## src/rtl/seven_seg_scanner.sv

```systemverilog
// Time-multiplexed scanner for an eight-digit hex seven-segment display.
// Values are double-buffered so that a new value replaces the old one only at a frame boundary.
module seven_seg_scanner #(
  parameter int CLK_DIV = 100000
) (
  input  logic        clk,
  input  logic        rst_n,
  input  logic        load,
  input  logic [31:0] value,
  input  logic [7:0]  digit_en,
  output logic [3:0]  num,
  output logic [2:0]  sel,
  output logic        blank,
  output logic        frame_done
);

  localparam int CW = (CLK_DIV > 1) ? $clog2(CLK_DIV) : 1;
  localparam logic [CW-1:0] CNT_MAX = CW'(CLK_DIV - 1);

  logic [CW-1:0] cnt_q, cnt_d;
  logic [2:0]    sel_q, sel_d;
  logic [31:0]   active_q, active_d;
  logic [31:0]   shadow_q, shadow_d;
  logic          pending_q, pending_d;
  logic          frame_done_q, frame_done_d;
  logic          tick;
  logic          wrap;

  assign tick = (cnt_q == CNT_MAX);
  assign wrap = tick && (sel_q == 3'd7);

  // load is a bare strobe with no backpressure: it is accepted in every cycle outside reset.
  // When it coincides with wrap it bypasses the shadow so the new frame starts with it at once.
  always_comb begin
    cnt_d        = tick ? '0 : cnt_q + CW'(1);
    sel_d        = tick ? sel_q + 3'd1 : sel_q;
    active_d     = active_q;
    shadow_d     = shadow_q;
    pending_d    = pending_q;
    frame_done_d = wrap;
    if (load) begin
      shadow_d = value;
      if (wrap) begin
        active_d  = value;
        pending_d = 1'b0;
      end else begin
        pending_d = 1'b1;
      end
    end else if (wrap && pending_q) begin
      active_d  = shadow_q;
      pending_d = 1'b0;
    end
  end

  always_ff @(posedge clk or negedge rst_n) begin
    if (!rst_n) begin
      cnt_q        <= '0;
      sel_q        <= 3'd0;
      active_q     <= 32'd0;
      shadow_q     <= 32'd0;
      pending_q    <= 1'b0;
      frame_done_q <= 1'b0;
    end else begin
      cnt_q        <= cnt_d;
      sel_q        <= sel_d;
      active_q     <= active_d;
      shadow_q     <= shadow_d;
      pending_q    <= pending_d;
      frame_done_q <= frame_done_d;
    end
  end

  assign sel        = sel_q;
  assign num        = active_q[{sel_q, 2'b00} +: 4];
  assign blank      = ~digit_en[sel_q];
  assign frame_done = frame_done_q;

endmodule

```

## config.mk

```make
export PLATFORM = sky130hd
export DESIGN_NAME = seven_seg_scanner
export DESIGN_NICKNAME = d
export VERILOG_FILES = /design/src/rtl/seven_seg_scanner.sv
export SDC_FILE = /design/constraint.sdc
export NUM_CORES = 1
export LEC_CHECK = 0
export CAP_MARGIN = 20
export CORE_MARGIN = 2
export CORE_UTILIZATION = 54
export CTS_CLUSTER_DIAMETER = 120
export CTS_CLUSTER_SIZE = 28
export DETAILED_ROUTE_END_ITERATION = 7
export PLACE_DENSITY = 0.88
export SLEW_MARGIN = 40
export SYNTH_ARGS = -nofsm -noshare
export SYNTH_HDL_FRONTEND = slang
export SYNTH_SLANG_ARGS = --single-unit
```

## constraint.sdc

```tcl
create_clock -name clk -period 3 [get_ports clk]
set_input_delay 0.9 -clock clk [delete_from_list [all_inputs] [get_ports clk]]
set_output_delay 0.9 -clock clk [all_outputs]
set_load 0.05 [all_outputs]
```

Word-level counts from Yosys, hierarchy flattened
Index checks and enable logic that the tools add are counted.
{"block": "word_totals", "inputBits": 43, "elab_cells": 27, "out_inout_bits": 9, "ff_bits": 86}
{"block": "classes", "n_lt_le_gt_ge": 1, "shifts": 1, "bitwise": 1, "n_mux": 9, "n_eq_ne": 3, "add_sub_neg": 2, "reduce_logical": 4}
{"cell": "$mux W32", "n": 3}
{"cell": "$shiftx A32 B6 Y4", "n": 1}
{"cell": "$add A17 B1 Y17 const B", "n": 1}
{"cell": "$eq A17 B17 Y1 const B", "n": 1}
{"cell": "$mux W17", "n": 1}
{"cell": "$lt A3 B4 Y1 const B", "n": 1}
{"cell": "$mux W1", "n": 4}
{"cell": "$add A3 B1 Y3 const B", "n": 1}
{"cell": "$bmux W1 S3", "n": 1}
{"cell": "$eq A3 B3 Y1 const B", "n": 1}
{"cell": "$logic_and A1 B1 Y1", "n": 2}
{"cell": "$ne A2 B1 Y1 const B", "n": 1}
{"cell": "$reduce_and A2 Y1", "n": 1}
{"cell": "$reduce_bool A2 Y1", "n": 1}
{"cell": "$not A1 Y1", "n": 1}

Longest topological paths before layout
Gate-level depths: netlist of the first run.
{"block": "logic_depth", "depth_word": 5, "ltp_mapped": 6, "ltp_nobuf": 5}

Worst setup path after synthesis of the first run
Ideal clock, no wire load.
{"block": "synth_path", "path_type": "register -> output", "start": "reg sel_q[0], in the netlist sel[0]", "end": "out blank", "path_stages_with_launch": 4, "path_buffers": 1, "arrival_time_ps": 2398, "path_slack_ps": -298, "cell_sequence": "dfrtp_1 buf_2 mux4_2 mux2i_1"}
{"block": "synth_via", "elab_chain_cells": 3}
{"element": "from (decl)", "line_no": "21", "text": "logic [2:0] sel_q, sel_d;"}
{"element": "from (signal assigned)", "line_no": "65", "text": "sel_q <= sel_d;"}
{"element": "$bmux W1 S3", "line_no": "75", "text": "assign blank = ~digit_en[sel_q];"}
{"element": "$mux W1 (implied by the code)", "line_no": "75"}
{"element": "$not A1 Y1", "line_no": "75"}
{"element": "to (decl)", "line_no": "13", "text": "output logic blank,"}
No other way between the ends. The select of a mux whose other input is x is not followed.

Final worst setup path of the first run
{"block": "layout_path", "start": "reg sel_q[1], in the netlist sel[1]", "end": "out num[0]"}
{"block": "layout_via", "elab_chain_cells": 1}
{"element": "$shiftx A32 B6 Y4", "line_no": "74", "text": "assign num = active_q[{sel_q, 2'b00} +: 4];"}
{"element": "to (decl)", "line_no": "11", "text": "output logic [3:0] num,"}
No other way between the ends.

==> results.yml, run 1 <==
final_layout:
  area_growth_pct: 21.8
  antenna_cells: 0
  stdcell_count: 387
  finalNetCount: 348
  layout-drive-gt1-share: 0.355
  final_area_um2: 4490
  final_core_util: 0.672
clock_network:
  clkSlewWorstSetupHoldPaths_ps: 80
  root_buffer: "clkbuf_8"
  clockBufferDepth: 2
  cts_buffers: 9
  clk_latency_ps: 360
  htree_levels: 3
  cts_setup_buffers: 0
  cts_tree: "yes"
  cts_sinks: 86
  cts_hold_buf: 0
power_and_ir_drop:
  p_per_area_nw_per_um2: 472
  power_mw: 2.12
  pwr-share-seq: 0.571
  p_sw_frac: 0.225
  power.internal_mw: 1.64
  p_clk_frac: 0.355
  p_switching_mw: 0.477
  p_comb_frac: 0.074
  ir_worst_vdd_mv: 0.318
  p_leak_nw: 2.04
place:
  placedCellCount: 371
  gp_congestion: 0.876
  hpwl_um: 4590
  port_buffers: 51
  place_area_um2: 4310
floorplanning:
  row_count: 30
  io_pins: 52
  die_x_um: 86.6
  start_util: 0.551
  fp.dieH_um: 86.6
  core_um2: 6680
  dieArea_um2: 7500
sta:
  fin_crit_sh: 0.971
  whs_ps: 487
  rsz0062_at_grt: "false"
  fin_worst_skew_ps: 6.53
  fmax_mhz: 343
  slew_violations: 0
  finalSetupViolations: 0
  worstMarginPinSlew_ps: 700
  hold_viol: 0
  period_minus_slack_ps: 2910
  slew_headroom: 0.529
synth:
  synth_edf_count: 0
  syn_area_um2: 3680
  avgSynthCellArea_um2: 15.1
  synthDistinctLibCells: 32
  yosysSeqAreaShare: 0.584
  syn-num-nets: 290
  syn_inst: 244
  ys_ff_latch: 86
  synth_warnings: 0
  synthFlopType: "dfrtp_1"
  async_flop_share: 1.00
worst_setup_path:
  arrival_ps: 2010
  reg2reg_slack_ps: 680
  cp.required_ps: 2100
  critPathMaxFanout: 13
  critical_path_class: "flip-flop to output port"
  end_kind: "output port"
  worstSetupStartpointType: "flip-flop"
route:
  dr_wl_met2_um: 3120
  avgViaCountPerCell: 5.55
  top_layer: "met4"
  routed-wl-met3_um: 252
  first_pass_iters: 4
  wl_um: 6430
  m1WireLength_um: 2890
  drt-wirelength-per-cell_um: 16.6
  ant_nets: 0
  via_count: 2149
  drc_errors: 0
  first_iter_violations: 91
status:
  outcome: "finished clean"
min_path:
  hold_class: "flip-flop to flip-flop"
grt:
  grt_pass1_vias: 2294
  antenna_found_initial: 0
  grt_max_degree: 52
  grt_first_pass_wirelength_um: 10900
  grt.overflow.total: 0
  grtUsageTotal: 0.194
run:
  drv_cap: 0
-- worst paths after layout --
| kind | start | cells past startpoint | end |
|---|---|---|---|
| min in group asynchronous | rst_n | 1 | shadow_q[22] |
| min | cnt_q[0] | 1 | cnt_q[0] |
| max in group asynchronous | rst_n | 2 | cnt_q[6] |
| min reg2reg | cnt_q[0] | 1 | cnt_q[0] |
| max | sel[1] | 3 | num[0] |
| max reg2reg | cnt_q[0] | 6 | active_q[27] |
-- cell usage in the layout (no fill, tap or decap), drive strengths merged, types with 2 or more instances in the layout --
master	count
dfrtp	86
mux2	70
clkdlybuf4s50	36
nor2	14
buf	14
clkbuf	12
mux4	10
xnor2	8
dlygate4sd2	8
nand3	8
xor2	6
nand2	4
nor3	3
ha	3
nand4	2
nor4bb	2
a21oi	2
nor4	2
and3	2
or4	2
inv	2
clkinv	2
-- layer usage --
metal / up-vias / global-route usage
met1: 1094 / 0.252
li1: 996 / -
met5: - / 0
met3: 12 / 0.0419
met4: 0 / 0.104
met2: 47 / 0.308
-- repair_timing --
item / 4_1_cts / 5_1_grt
endpoints found under the hold margin: 0 / 0
resized for setup: 8 / 0
setup endpoints to repair: 1 / 0
-- critical path, cell delays in order, from the launching register on --
cell and delay (ps):
dfrtp_1 730, mux4_2 440, mux2_2 290, buf_4 190
-- cell type report --
cell class | count | area (um^2)
inverter | 1 | 3.75
clock inverter | 4 | 30.0
fill | 492 | 2190
clock buffer | 12 | 155
sequential | 86 | 2150
tap | 80 | 100
multi-input combinational | 146 | 1470
timing repair buffer | 58 | 573
-- power groups by stage --
stage | Combinational (mW) | Sequential (mW) | Clock [mW]
2_1_floorplan | 0.0657 | 1.23 | 0
6_report | 0.156 | 1.21 | 0.752
3_5_place_dp | 0.162 | 1.23 | 0
5_1_grt | 0.171 | 1.22 | 0.825
4_1_cts | 0.160 | 1.21 | 0.770
3_3_place_gp | 0.159 | 1.23 | 0
-- logic make-up (layout without fill, tap and decap cells) --
kind of cell | count (synthesis) | after routing | share of synthesized area
adder cells (fa/ha/maj) | 3 | 3 | 0.0102
buffers and inverters | 12 | 75 | 0.0190
XOR/XNOR | 14 | 14 | 0.0333
AO/OA/AOI/OAI | 4 | 4 | 0.00577
flip-flops | 86 | 86 | 0.584
AND/OR/NAND/NOR | 44 | 44 | 0.0696
multiplexers | 81 | 81 | 0.278
-- registers in the layout, summed over array words and instances (netlist names) --
name,cells
active_q,32
shadow_q,32
frame_done,1
sel,3
cnt_q,17
pending_q,1
-- synth_stat cells (3+ instances only) --
cell / count / area share
dfrtp_1: 86 / 0.58
mux2_2: 66 / 0.20
nor2_1: 14 / 0.014
mux4_2: 10 / 0.061
xnor2_1: 8 / 0.019
nand3_1: 7 / 0.0095
xor2_1: 6 / 0.014
clkbuf_1: 5 / 0.0051
mux2_1: 4 / 0.012
nand2_1: 4 / 0.0041
buf_6: 3 / 0.0092
ha_1: 3 / 0.010
nor3_1: 3 / 0.0041
-- through the flow --
stage          TNS [ps]  worst slack [ps]
2_1_floorplan         0               115
3_3_place_gp      -44.3             -44.3
3_5_place_dp      -59.1             -59.1
4_1_cts               0              64.0
5_1_grt               0              31.6
6_report              0              87.6
(Power assumes the default switching activity.)
==> run 2, diff against run 1 <==
--- a/config.mk
+++ b/config.mk
@@ -13,2 +13,3 @@
 export DETAILED_ROUTE_END_ITERATION = 7
+export HOLD_SLACK_MARGIN = 0.03
 export PLACE_DENSITY = 0.88
==> constraint.sdc (replaced) <==
create_clock -name clk -period 3 [get_ports clk]
set_input_delay 0.3 -clock clk [delete_from_list [all_inputs] [get_ports clk]]
set_output_delay 0.3 -clock clk [all_outputs]
set_load 0.05 [all_outputs]
==> results.yml, run 2 (synthesized netlist as in run 1, its figures left out) <==
route:
  avgViaCountPerCell: 5.51
  drc_errors: 0
  ant_nets: 0
  wl_um: 6660
  first_iter_violations: 73
  first_pass_iters: 4
  drt-wirelength-per-cell_um: 17.2
  via_count: 2125
sta:
  tns_ps: 0
  hold_viol: 0
  fin_crit_sh: 0.934
  slew_headroom: 0.550
  fmax_mhz: 357
  worstMarginPinSlew_ps: 669
  fin_worst_skew_ps: 11.2
  period_minus_slack_ps: 2800
  slew_violations: 0
  finalSetupViolations: 0
  rsz0062_at_grt: "false"
  fin_ws_ps: 198
min_path:
  hold_class: "flip-flop to flip-flop"
  hp-start: "cnt_q[0]"
  holdPathStages: 1
  hold_end: "cnt_q[0]"
clock_network:
  cts_buffers: 9
  clkSlewWorstSetupHoldPaths_ps: 80
  htree_levels: 3
  clockBufferDepth: 2
  cts_sinks: 86
  clk_latency_ps: 350
  cts_tree: "yes"
  root_buffer: "clkbuf_8"
  cts_setup_buffers: 0
floorplanning:
  fp.dieH_um: 86.6
  io_pins: 52
  start_util: 0.551
  dieArea_um2: 7500
  row_count: 30
  core_um2: 6680
  die_x_um: 86.6
final_layout:
  layout-drive-gt1-share: 0.333
  area_growth_pct: 22.3
  finalNetCount: 348
  top_regs: "active_q x32, shadow_q x32, cnt_q x17"
  final_core_util: 0.674
  fill_cells: 471
  stdcell_count: 386
  antenna_cells: 0
  mostFrequentLayoutCells: "dfrtp_1, mux2_2, clkdlybuf4s50_1"
  final_common_cell: "dfrtp_1"
worst_setup_path:
  end_kind: "output port"
  rr_startpoint: "cnt_q[0]"
  arrival_ps: 2500
  cp.required_ps: 2700
  r2r_end: "active_q[31]"
  critical_path_class: "flip-flop to output port"
  crit_buf_inv: 1
  crit_family: "flip-flops"
  crit_chain: "mux4_2 -> mux2_2 -> clkdlybuf4s50_1"
  worstRegToRegCells: 6
  critPathMaxFanout: 13
  reg2reg_slack_ps: 540
  slowest_stage: "dfrtp_1"
  worstSetupStartpointType: "flip-flop"
  max_stage_delay_ps: 740
grt:
  grt.overflow.total: 0
  grt_first_pass_wirelength_um: 11400
  grt_pass1_vias: 2354
  grtUsageTotal: 0.200
  grt_max_degree: 87
  antenna_found_initial: 0
place:
  dp_slack_ps: 540
  gp_congestion: 0.880
  placedCellCount: 370
  port_buffers: 51
  hpwl_um: 4560
status:
  outcome: "finished clean"
power_and_ir_drop:
  p_per_area_nw_per_um2: 502
  p_leak_nw: 2.02
  ir_worst_vdd_mv: 0.289
  power_mw: 2.26
run:
  drv_cap: 0
run 2: cell types whose count changed in the layout (fill, tap and decap cells not counted), sizes merged:
cell / delta
bufinv: +2
clkdlybuf4s50: +12
clkbuf: +1
buf: -6
dlygate4sd2: -8
inv: -1
dlygate4sd3: +1
clkinv: -2
run 2: layout make-up:
| type | instances | area [um^2] | area share |
|---|---|---|---|
| Clock buffer | 12 | 155 | 0.0344 |
| Multi-Input combinational cell | 146 | 1460 | 0.324 |
| Clock inverter | 3 | 67.6 | 0.0150 |
| Timing Repair Buffer | 58 | 564 | 0.125 |
| Sequential cell | 86 | 2150 | 0.478 |
| Tap cell | 80 | 100 | 0.0222 |
| Inverter | 1 | 3.75 | 0.000833 |
run 2: per-stage QoR:
stage	instance area [um^2]	hold WS (ps)
after floorplan	3680	4.41
after global placement	4270	464
after detailed placement	4270	403
after CTS	4500	499
after global routing	4500	509
final	4500	493
run 2: worst max-delay path by stage:
stage               startpoint           end  slack [ps]  cells past startpoint
floorplan               sel[0]         blank         300                      3
global placement        sel[1]        num[3]         620                      3
detailed placement    cnt_q[0]  active_q[15]         540                      6
CTS                     sel[1]        num[0]         190                      3
global route            sel[1]        num[2]         120                      3
finish                  sel[1]        num[2]         200                      3
run 2: what timing repair did:
action | CTS | global route
gates resized for setup | 0 | 0
hold buffers | 1 | 0
endpoints found under the hold margin | 5 | 0
run 2: per-layer routing:
layer / vias up / track usage / wire length [um]
met3: 12 / 0.0324 / 200
met2: 38 / 0.324 / 3320
met1: 1073 / 0.267 / 3000
met5: - / 0 / 0
li1: 1002 / - / -
met4: 0 / 0.0909 / 140
run 2: power by group:
group	total, mW	leakage (nW)	internal, mW	switching (mW)
combinational	0.155	0.803	0.0923	0.0629
clock	0.893	0.109	0.511	0.382
sequential	1.21	1.11	1.20	0.0104
total	2.26	2.02	1.80	0.456
==> run 3, diff against run 2 <==
ABC_AREA = 1   (was unset)
CORE_UTILIZATION = 55   (was 54)
HOLD_SLACK_MARGIN = unset   (was 0.03)
==> results.yml, run 3 <==
status:
  outcome: "finished, violations left"
  violations: "hold timing"
synth:
  synthDistinctLibCells: 28
  synth.most_common_cell: "nand2_1"
  ys_ff_latch: 86
  synth.area.top_cells: "dfrtp_1, nand2_1, nand4_1"
  async_flop_share: 1.00
  syn_inst: 503
  synth_top_area_frac: 0.519
  synth_common_cells: "nand2_1, dfrtp_1, nor2_1, nand4_1, inv_1"
  avgSynthCellArea_um2: 8.25
  syn_area_um2: 4150
  synth_warnings: 0
  synth_edf_count: 0
  yosys.area.top_type: "dfrtp_1"
  syn-num-nets: 549
  yosysSeqAreaShare: 0.519
  synthFlopType: "dfrtp_1"
clock_network:
  cts_setup_buffers: 0
  cts_tree: "yes"
  clkSlewWorstSetupHoldPaths_ps: 80
  cts_hold_buf: 0
  clk_latency_ps: 360
  clockBufferDepth: 2
  htree_levels: 3
  root_buffer: "clkbuf_8"
  cts_buffers: 9
  cts_sinks: 86
  cts-resized-gates: 0
final_layout:
  stdcell_count: 649
  finalNetCount: 591
  area_growth_pct: 16.8
  final_common_cell: "nand2_1"
  final_core_util: 0.664
  mostFrequentLayoutCells: "nand2_1, dfrtp_1, clkdlybuf4s50_1"
  final_area_um2: 4840
  antenna_cells: 0
  top_regs: "active_q x32, shadow_q x32, cnt_q x17"
  layout-drive-gt1-share: 0.0709
grt:
  grt_first_pass_wirelength_um: 15700
  grt.overflow.total: 0
  antenna_found_initial: 0
  grt_pass1_vias: 3390
  grt_max_degree: 87
  grtUsageTotal: 0.238
power_and_ir_drop:
  power_mw: 2.24
  p_per_area_nw_per_um2: 462
  p_leak_nw: 2.45
  ir_worst_vdd_mv: 0.256
place:
  hpwl_um: 6440
  placedCellCount: 633
  dp_slack_ps: 535
  place_area_um2: 4620
  gp_congestion: 0.874
  port_buffers: 51
worst_setup_path:
  crit_chain: "inv_1 -> o21ai_0 -> o22ai_1 -> nand2_1 -> nand2_1 -> clkdlybuf4s50_1"
  critPathMaxFanout: 20
  critical_path_class: "flip-flop to output port"
  cp.required_ps: 2700
  crit_family: "buffers and inverters"
  max_stage_delay_ps: 800
  worstRegToRegCells: 6
  reg2reg_slack_ps: 910
  r2r_end: "active_q[30]"
  crit_buf_inv: 2
  cpMostUsedCell: "nand2_1"
  arrival_ps: 2510
  end_kind: "output port"
  rr_startpoint: "sel[1]"
  worstSetupStartpointType: "flip-flop"
  slowest_stage: "clkdlybuf4s50_1"
floorplanning:
  die_x_um: 90.8
  io_pins: 52
  start_util: 0.569
  dieArea_um2: 8250
  fp.dieH_um: 90.8
  row_count: 31
  core_um2: 7290
sta:
  slew_headroom: 0.563
  fmax_mhz: 356
  fin_ws_ps: 194
  fin_worst_skew_ps: 8.20
  tns_ps: 0
  period_minus_slack_ps: 2810
  whs_ps: -56.4
  hold_viol: 44
  finalSetupViolations: 0
  worstMarginPinSlew_ps: 655
  fin_crit_sh: 0.935
  slew_violations: 0
  rsz0062_at_grt: "false"
route:
  first_iter_violations: 242
  wl_um: 9200
  via_count: 3509
  first_pass_iters: 5
  avgViaCountPerCell: 5.41
  drc_errors: 0
  ant_nets: 0
  drt-wirelength-per-cell_um: 14.2
run:
  drv_cap: 0
min_path:
  hold_class: "primary input to async pin"
run 3: how the worst max path moves through the flow:
stage | start | end | depth (start not counted)
2_1_floorplan | sel[1] | blank | 5
3_3_place_gp | sel[1] | num[0] | 6
3_5_place_dp | sel[1] | num[0] | 6
4_1_cts | sel[1] | num[0] | 6
5_1_grt | sel[0] | num[0] | 6
6_report | sel[0] | num[0] | 6
run 3: per-layer routing:
layer | vias to the layer above | global-route usage | share of wire
met3 | 15 | 0.0351 | 0.048
li1 | 1692 | - | -
met2 | 115 | 0.392 | 0.50
met5 | - | 0 | 0
met4 | 0 | 0.0985 | 0.018
met1 | 1687 | 0.318 | 0.43
run 3: layout make-up:
| class | instances | area (um^2) |
|---|---|---|
| inverter | 28 | 109 |
| fill | 602 | 2450 |
| timing repair buffer | 58 | 564 |
| clock buffer | 10 | 128 |
| multi-input combinational | 362 | 1680 |
| sequential | 86 | 2150 |
| tap | 99 | 124 |
| clock inverter | 6 | 86.3 |
run 3: worst reg2reg max path, delay by kind of cell (launching register included):
family,cells,cell delay [ps]
buffers and inverters,1,230
flip-flops,1,630
AND/OR/NAND/NOR,3,700
adder cells (fa/ha/maj),2,420
run 3: power breakdown:
part	total [mW]	internal, mW	switching (mW)
combinational	0.151	0.0693	0.0817
clock	0.882	0.468	0.414
sequential	1.21	1.20	0.0103
total	2.24	1.73	0.506
run 3: kinds of logic (layout without fill, tap and decap cells):
kind of cell | after synthesis | after routing | share of synthesized area
simple gates | 316 | 316 | 0.331
flops | 86 | 86 | 0.519
xor+xnor | 11 | 11 | 0.0232
fa+ha+maj | 3 | 3 | 0.00905
compound gates | 32 | 32 | 0.0419
buf+inv | 55 | 102 | 0.0760
